[src/rtl/j_addseq_if.sv]
// Request/grant/result bundle between the two requesters and the serial add/sub sequencer.
interface j_addseq_if;
  logic        req_0;
  logic        req_1;
  logic [31:0] a_0;
  logic [31:0] b_0;
  logic [31:0] a_1;
  logic [31:0] b_1;
  logic        sub_0;
  logic        sub_1;
  logic        gnt_0;
  logic        gnt_1;
  logic        ack_0;
  logic        ack_1;
  logic [31:0] q;
  logic        co;
  logic        ovf;
  logic        zero;
  logic        busy;

  modport master (
    output req_0, req_1, a_0, b_0, a_1, b_1, sub_0, sub_1,
    input  gnt_0, gnt_1, ack_0, ack_1, q, co, ovf, zero, busy
  );

  modport slave (
    input  req_0, req_1, a_0, b_0, a_1, b_1, sub_0, sub_1,
    output gnt_0, gnt_1, ack_0, ack_1, q, co, ovf, zero, busy
  );
endinterface

[src/rtl/j_addseq.sv]
// Serial 32-bit add/subtract sequencer: one 4-bit ripple adder shared by two
// round-robin requesters, eight nibble passes per operation with a registered carry.
module fa4r (
  input  logic [3:0] a,
  input  logic [3:0] b,
  input  logic       ci,
  output logic [3:0] s,
  output logic       co
);
  always_comb begin
    logic cy;
    s  = '0;
    cy = ci;
    for (int i = 0; i < 4; i++) begin
      s[i] = a[i] ^ b[i] ^ cy;
      cy   = (a[i] & b[i]) | (cy & (a[i] ^ b[i]));
    end
    co = cy;
  end
endmodule

// state | meaning
// IDLE  | waiting for a request; arbiter picks and operands are latched on the edge
// RUN   | eight nibble passes, cnt = 0..7, carry chained through a register
// DONE  | one-cycle ack to the granted requester, results already registered
module j_addseq (
  input  logic       sys_clk,
  input  logic       resetl,
  j_addseq_if.slave  bus
);
  typedef enum logic [1:0] {IDLE, RUN, DONE} state_t;

  state_t      state, state_nx;
  logic [2:0]  cnt;
  logic [31:0] a_reg, b_reg, result;
  logic        sub_reg, carry;
  logic        last_gnt;
  logic        gnt_0_r, gnt_1_r;
  logic [31:0] q_r;
  logic        co_r, ovf_r, zero_r;

  logic        start, last_pass, pick_1;
  logic [31:0] b_eff, q_new;
  logic [3:0]  sum_nib;
  logic        co_nib;

  assign b_eff = sub_reg ? ~b_reg : b_reg;
  assign q_new = {sum_nib, result[27:0]};

  fa4r u_fa4r (
    .a  (a_reg[{cnt, 2'b00} +: 4]),
    .b  (b_eff[{cnt, 2'b00} +: 4]),
    .ci (carry),
    .s  (sum_nib),
    .co (co_nib)
  );

  always_ff @(posedge sys_clk or negedge resetl) begin
    if (!resetl) state <= IDLE;
    else         state <= state_nx;
  end

  // last_gnt = 1 means requester 1 was granted last, so requester 0 wins a tie.
  always_comb begin
    state_nx  = state;
    start     = 1'b0;
    last_pass = 1'b0;
    pick_1    = bus.req_1 && (!bus.req_0 || !last_gnt);
    case (state)
      IDLE: if (bus.req_0 || bus.req_1) begin
        start    = 1'b1;
        state_nx = RUN;
      end
      RUN: if (cnt == 3'd7) begin
        last_pass = 1'b1;
        state_nx  = DONE;
      end
      DONE:    state_nx = IDLE;
      default: state_nx = IDLE;
    endcase
  end

  always_ff @(posedge sys_clk or negedge resetl) begin
    if (!resetl) begin
      cnt      <= '0;
      a_reg    <= '0;
      b_reg    <= '0;
      sub_reg  <= 1'b0;
      carry    <= 1'b0;
      result   <= '0;
      last_gnt <= 1'b1;
      gnt_0_r  <= 1'b0;
      gnt_1_r  <= 1'b0;
      q_r      <= '0;
      co_r     <= 1'b0;
      ovf_r    <= 1'b0;
      zero_r   <= 1'b1;
    end else begin
      if (start) begin
        a_reg    <= pick_1 ? bus.a_1 : bus.a_0;
        b_reg    <= pick_1 ? bus.b_1 : bus.b_0;
        sub_reg  <= pick_1 ? bus.sub_1 : bus.sub_0;
        carry    <= pick_1 ? bus.sub_1 : bus.sub_0;
        cnt      <= '0;
        result   <= '0;
        gnt_0_r  <= !pick_1;
        gnt_1_r  <= pick_1;
        last_gnt <= pick_1;
      end
      if (state == RUN) begin
        result[{cnt, 2'b00} +: 4] <= sum_nib;
        carry <= co_nib;
        cnt   <= cnt + 3'd1;
      end
      // Final pass: sum_nib is the top nibble, so q_new is the complete result.
      if (last_pass) begin
        q_r    <= q_new;
        co_r   <= co_nib;
        zero_r <= (q_new == 32'd0);
        ovf_r  <= (a_reg[31] == b_eff[31]) && (sum_nib[3] != a_reg[31]);
      end
      if (state == DONE) begin
        gnt_0_r <= 1'b0;
        gnt_1_r <= 1'b0;
      end
    end
  end

  assign bus.gnt_0 = gnt_0_r;
  assign bus.gnt_1 = gnt_1_r;
  assign bus.ack_0 = (state == DONE) && gnt_0_r;
  assign bus.ack_1 = (state == DONE) && gnt_1_r;
  assign bus.busy  = (state != IDLE);
  assign bus.q     = q_r;
  assign bus.co    = co_r;
  assign bus.ovf   = ovf_r;
  assign bus.zero  = zero_r;
endmodule

[src/flat_wrapper.sv]
// flat-port wrapper written by rule: the top's interface ports become plain ports
module j_addseq_flat 
  (sys_clk, resetl, bus_req_0, bus_req_1, bus_a_0, bus_b_0, bus_a_1, bus_b_1, bus_sub_0, bus_sub_1, bus_gnt_0, bus_gnt_1, bus_ack_0, bus_ack_1, bus_q, bus_co, bus_ovf, bus_zero, bus_busy);
  j_addseq_if bus_i ();
  input  logic sys_clk;
  input  logic resetl;
  input wire logic [$bits(bus_i.req_0)-1:0] bus_req_0;
  input wire logic [$bits(bus_i.req_1)-1:0] bus_req_1;
  input wire logic [$bits(bus_i.a_0)-1:0] bus_a_0;
  input wire logic [$bits(bus_i.b_0)-1:0] bus_b_0;
  input wire logic [$bits(bus_i.a_1)-1:0] bus_a_1;
  input wire logic [$bits(bus_i.b_1)-1:0] bus_b_1;
  input wire logic [$bits(bus_i.sub_0)-1:0] bus_sub_0;
  input wire logic [$bits(bus_i.sub_1)-1:0] bus_sub_1;
  output wire logic [$bits(bus_i.gnt_0)-1:0] bus_gnt_0;
  output wire logic [$bits(bus_i.gnt_1)-1:0] bus_gnt_1;
  output wire logic [$bits(bus_i.ack_0)-1:0] bus_ack_0;
  output wire logic [$bits(bus_i.ack_1)-1:0] bus_ack_1;
  output wire logic [$bits(bus_i.q)-1:0] bus_q;
  output wire logic [$bits(bus_i.co)-1:0] bus_co;
  output wire logic [$bits(bus_i.ovf)-1:0] bus_ovf;
  output wire logic [$bits(bus_i.zero)-1:0] bus_zero;
  output wire logic [$bits(bus_i.busy)-1:0] bus_busy;
  assign bus_i.req_0 = bus_req_0;
  assign bus_i.req_1 = bus_req_1;
  assign bus_i.a_0 = bus_a_0;
  assign bus_i.b_0 = bus_b_0;
  assign bus_i.a_1 = bus_a_1;
  assign bus_i.b_1 = bus_b_1;
  assign bus_i.sub_0 = bus_sub_0;
  assign bus_i.sub_1 = bus_sub_1;
  assign bus_gnt_0 = bus_i.gnt_0;
  assign bus_gnt_1 = bus_i.gnt_1;
  assign bus_ack_0 = bus_i.ack_0;
  assign bus_ack_1 = bus_i.ack_1;
  assign bus_q = bus_i.q;
  assign bus_co = bus_i.co;
  assign bus_ovf = bus_i.ovf;
  assign bus_zero = bus_i.zero;
  assign bus_busy = bus_i.busy;
  j_addseq u_core (.sys_clk(sys_clk), .resetl(resetl), .bus(bus_i));
endmodule
[config.mk]
export PLATFORM = sky130hd
export DESIGN_NAME = j_addseq_flat
export DESIGN_NICKNAME = d
export VERILOG_FILES = /design/src/rtl/j_addseq_if.sv /design/src/rtl/j_addseq.sv /design/src/flat_wrapper.sv
export SDC_FILE = /design/constraint.sdc
export NUM_CORES = 1
export LEC_CHECK = 0
export CORE_MARGIN = 2
export CORE_UTILIZATION = 40
export DETAILED_ROUTE_END_ITERATION = 16
export PLACE_DENSITY = 0.67
export SLEW_MARGIN = 20
export SYNTH_ARGS = -nofsm -noshare
export SYNTH_HDL_FRONTEND = slang
export SYNTH_HIERARCHICAL = 1
export SYNTH_SLANG_ARGS = --single-unit
[constraint.sdc]
create_clock -name sys_clk -period 6.9 [get_ports sys_clk]
set_input_delay 0.69 -clock sys_clk [delete_from_list [all_inputs] [get_ports sys_clk]]
set_output_delay 0.69 -clock sys_clk [all_outputs]
set_load 0.005 [all_outputs]
Yosys cells after proc, flatten, opt, wreduce, memory -nomap -nowiden --
Index checks and enable logic that the tools add are counted.
Word-level totals: bits in registers 141, word-level logic and storage cells 85, output and inout port bits 40
Cells by class: $add $sub $neg 2, shifts and indexed selects 4, bitwise gates (word level) 21, eq/ne operators 7, mux-type cells 22, reductions and logical operators 15
Operators by type and width (count):
- $mux 32 | 5
- $shiftx 32x6->4 | 2
- $bwmux 32 | 1
- $logic_not 32->1 | 1
- $not 32->32 | 1
- $shift 4x7->32 const A | 1
- $shiftx 4x7->32 | 1
- $mux 1 | 11
- $and 1x1->1 | 8
- $xor 1x1->1 | 8
- $neg 5->7 | 1
- $mux 3 | 2
- $reduce_bool 2->1 | 3
- $logic_and 1x1->1 | 4
- $mux 2 | 2
- $ne 2x1->1 const B | 2
- $or 1x1->1 | 4
- $pmux 2 s2 | 1
- $add 3x1->3 const B | 1
- $eq 3x3->1 const B | 1
- $logic_not 1->1 | 3
- $eq 2x1->1 const B | 1
- $eq 2x2->1 const B | 1
- $logic_not 2->1 | 1
- other kinds (4) | 5

Logic depth before layout (Yosys ltp) --
depth after elaboration 14, gate-level depth with buffers 16

Modules after synthesis --
Netlist, hierarchy kept.
By module, submodules not included:
- j_addseq | instances 1, sequential area each 3430.8 um^2, area each 6775.2 um^2, cells each 597
- fa4r | instances 1, sequential area each 0.0 um^2, area each 117.6 um^2, cells each 14

Worst setup path after synthesis --
OpenSTA, ideal clock, no wires.
path type reg2reg, start register u_core.cnt[0], end register u_core.zero_r, in the netlist u_core/bus.zero, path slack 3.378 ns, path buffers 2, library setup time 0.091 ns, clock period less this slack 3.522 ns, arrival 3.431 ns, data required time 6.809 ns, cell stages (with the launch flop) 17, cells stage by stage dfrtp_1 > buf_6 > buf_6 > mux4_2 > mux2i_1 > xnor2_1 > fa_1 > inv_1 > fa_1 > inv_1 > fa_1 > inv_1 > fa_1 > inv_1 > nor4_1 > nand4_1 > o31ai_1
On the way: word-level cells in the longest chain between the ends 10, elaborated cells between the ends (all ways) 23
Ends and longest elaborated chain:
- start, declared | line j_addseq.sv:34 | logic [2:0] cnt;
- start signal, assigned | line j_addseq.sv:113 | cnt <= cnt + 3'd1;
- $shiftx 32x6->4 (on tied branches) | line j_addseq.sv:51, j_addseq.sv:52
- $xor 1x1->1 | line j_addseq.sv:16 | cy = (a[i] & b[i]) | (cy & (a[i] ^ b[i]));
- $and 1x1->1 | line j_addseq.sv:16
- $or 1x1->1 | line j_addseq.sv:16
- $and 1x1->1 | line j_addseq.sv:16
- $or 1x1->1 | line j_addseq.sv:16
- $and 1x1->1 | line j_addseq.sv:16
- $or 1x1->1 | line j_addseq.sv:16
- $xor 1x1->1 (*) | line j_addseq.sv:15 | s[i] = a[i] ^ b[i] ^ cy;
- named net u_core.sum_nib[3] | line j_addseq.sv:44 | logic [3:0] sum_nib;
- $logic_not 32->1 (*) | line j_addseq.sv:119 | zero_r <= (q_new == 32'd0);
- end signal, assigned | line j_addseq.sv:119
- end, declared | line j_addseq.sv:40 | logic co_r, ovf_r, zero_r;
Mark *: on every way through the listed nets, which the timed path passes. The rest lies on a longest branch. A chain may end at the register's enable or synchronous reset.

Worst setup path after layout --
Ends and elaborated chain as after synthesis.

==> run summary <==
Initial core utilization -> 0.413
Final setup skew -> 0.00727 ns
DR WL met3 -> 862 microns
TritonCTS clock tree -> done
Die Width -> 135 microns
Crit share post-route -> 0.574
Total track usage -> 0.199
Final hold violations -> 0
Worst Hold Class -> primary input to asynchronous set/reset pin
Worst-margin pin slew -> 0.911 ns
VDD IR max -> 0.313 mV
Minimum clock period -> 3.96 ns
WL final -> 17.1 mm
TritonCTS sink count -> 137
Sequential-to-total area share from yosys stat -> 0.498
Core ar. -> 16700 sq um
Yosys warning count -> 6
Pre-antenna DRT Iters -> 4
Library cells used by synthesis -> 37
DRC viols -> 0
Final Core Density -> 0.561
Largest family of logic cells by synthesized area -> multiplexers
Max-Cap Viols -> 0
EDFF count, synth -> 0
Die height -> 135 microns
Fraction of registers with async set/reset -> 1.00
Mapped Cells -> 611
Synth Area in XOR/XNOR -> 0.00635
Final cell count without fillers -> 997
Highest metal used -> met4
Die Area -> 18300 sq um
Syn Std Cell Area -> 6890 sq um
Setup-failing EPs final -> 0
Vias in the first global route -> 5448
Synth Area per Inst -> 11.3 sq um
Adder-cell share of the synthesized area -> 0.0261
Synth area leader -> dfrtp_1
Mapped Nets -> 757
Clk root buf -> clkbuf_16
# Post-CTS Setup Buffers -> 0
Max Slew Vio Count -> 0
Final setup TNS -> 0 ns
Metal-1 WL -> 7.33 mm
FF+latch count, synth -> 137
Max-slew headroom -> 0.393
CP Max Fanout -> 21
Area contributors post-synth -> dfrtp_1 (49%), mux2i_1 (14%), o21ai_0 (9.8%)
Power density over the cells -> 474 nW/um^2
Row count -> 47
Post-CTS Resized -> 0
Clk slew on worst S/H paths -> 0.06 ns
Share of post-route cells with drive strength above 1 -> 0.121
Max incr delay on CP -> 0.60 ns
Yosys top cell area share -> 0.490
WP data arrival -> 4.29 ns
Clk_lat worst skew -> 0.42 ns
Synth Area in Compound Gates -> 0.133
Cts hold-fix bufs -> 0
Inserted Clock Buffers -> 17
Initial DRC Count -> 379
Nets -> 910
DR vias -> 5363
Detailed placer's ending HPWL -> 12.3 mm
N_diodes -> 0
Mux cell area share after synthesis -> 0.242
Clock Path Buffers -> 2
DR WL met2 -> 8.55 mm
First-pass GRT wire length -> 28.3 mm
Setup crit start kind -> flop
Io pins -> 174
Critical path class -> flop to flop
ANT nets after route -> 0
Leakage -> 4.13 nW
Avg WL per Cell -> 17.2 microns
WP data required -> 7.23 ns
Layout area overhead -> 35.8%
Crit path cell chain -> buf_4, mux4_2, nand2_1, nand2_1, fa_1, inv_1, fa_1, inv_1, fa_1, inv_1, fa_1, inv_1, nor4_1, nand4_1, o31ai_1
GP Congestion -> 0.793
Initial antenna violation count -> 0
Top FF cell, synth -> dfrtp_1
Via density -> 5.38
Fmax -> 252 MHz
# port buffers -> 173
CP max stage cell -> dfrtp_1
Total grt overflow -> 0
Synth Area in Simple Gates -> 0.0512
Largest net degree at the start of global routing -> 98
Status -> completed
Critical Path End Type -> flop
RSZ-0062 raised after global routing -> no
Placed insts -> 965
Htree depth -> 4
-- layout make-up --
| class | count | area [sq um] |
|---|---|---|
| clock buffers | 19 | 453 |
| clock inverters | 13 | 151 |
| fillers | 1404 | 7340 |
| inverters | 19 | 71.3 |
| multi-input cells | 408 | 3190 |
| flip-flops and latches | 137 | 3430 |
| well taps | 220 | 275 |
| repair buffers | 181 | 1790 |
-- layout by cell type, fill, tap and decap left out, types with 3 or more instances in the layout --
master,count
buf_4,8
bufinv_16,3
clkbuf_16,17
clkdlybuf4s50_1,172
clkinv_2,6
clkinvlp_4,3
dfrtp_1,135
fa_1,4
ha_1,8
inv_1,17
mux2_2,29
mux2i_1,98
mux4_2,16
nand2_1,33
nand3_1,3
nand4_1,5
nor2_1,3
nor2b_1,4
nor3b_1,3
nor4_1,9
o211ai_1,3
o21ai_0,135
o21ai_1,31
o31ai_1,3
xnor2_1,5
-- metal layers --
| metal | global-route usage | up-vias |
|---|---|---|
| li1 | - | 2516 |
| met5 | 0 | - |
| met3 | 0.0449 | 27 |
| met1 | 0.257 | 2634 |
| met4 | 0.0793 | 0 |
| met2 | 0.327 | 186 |
-- critical path: cells and delay by family, from the launching register on --
| family | cells | cell delay, ns |
|---|---|---|
| buffers and inverters | 5 | 0.72 |
| AO/OA/AOI/OAI | 1 | 0.22 |
| adder cells (fa/ha/maj) | 4 | 1.11 |
| flip-flops | 1 | 0.60 |
| AND/OR/NAND/NOR | 4 | 0.66 |
| multiplexers | 1 | 0.55 |
-- worst paths after layout --
kind / from / end / slack, ns / depth (start not counted)
worst max register to register: u_core/cnt[0] / u_core/bus.zero / 2.94 / 15
worst max-delay path: u_core/cnt[0] / u_core/bus.zero / 2.94 / 15
min in group sys_clk: u_core/bus.q[30] / u_core/bus.q[30] / 0.49 / 2
max in group asynchronous: resetl / u_core/b_reg[2] / 5.33 / 2
worst min-delay path: resetl / u_core/result[18] / 0.24 / 1
worst min register to register: u_core/bus.q[30] / u_core/bus.q[30] / 0.49 / 2
-- kinds of logic (layout without fill, tap and decap cells) --
kind of cell,count (synthesis),after routing
AOI/OAI and AO/OA,178,178
and+or+nand+nor,70,70
adders and majority gates,12,12
xor gates and xnor gates,5,5
buffers and inverters,66,232
DFF,137,137
muxes,143,143
-- report_power, final --
part | internal (mW) | switching, mW | leakage [nW]
logic | 0.946 | 1.16 | 2.08
registers | 1.17 | 0.252 | 1.75
clock network | 0.583 | 0.334 | 0.294
-- synth_stat cells (2+ instances only) --
library cell and instances:
dfrtp_1 135, o21ai_0 135, mux2i_1 98, nand2_1 33
o21ai_1 32, mux2_2 29, clkbuf_1 26, inv_1 17
mux4_2 16, buf_2 14, nor4_1 9, ha_1 8
nand4_1 5, xnor2_1 5, fa_1 4, nor2_1 4
nor2b_1 4, buf_4 3, buf_6 3, nand3_1 3
nor3b_1 3, o211ai_1 3, o31ai_1 3, a21oi_1 2
and2_1 2, dfstp_2 2, inv_2 2, nand2b_1 2
-- through the flow --
stage               total power, mW  instance area, sq um  hold WS [ns]  setup slack (ns)
floorplan                      2.76                  6890         0.394              3.38
global placement               3.46                  8760         0.467              3.06
detailed placement             3.53                  8760         0.482              2.92
CTS                            4.47                  9360         0.252              2.90
global route                   4.80                  9360         0.286              2.53
finish                         4.44                  9360         0.244              2.94
Note: power is estimated with default switching activity, not from simulation.
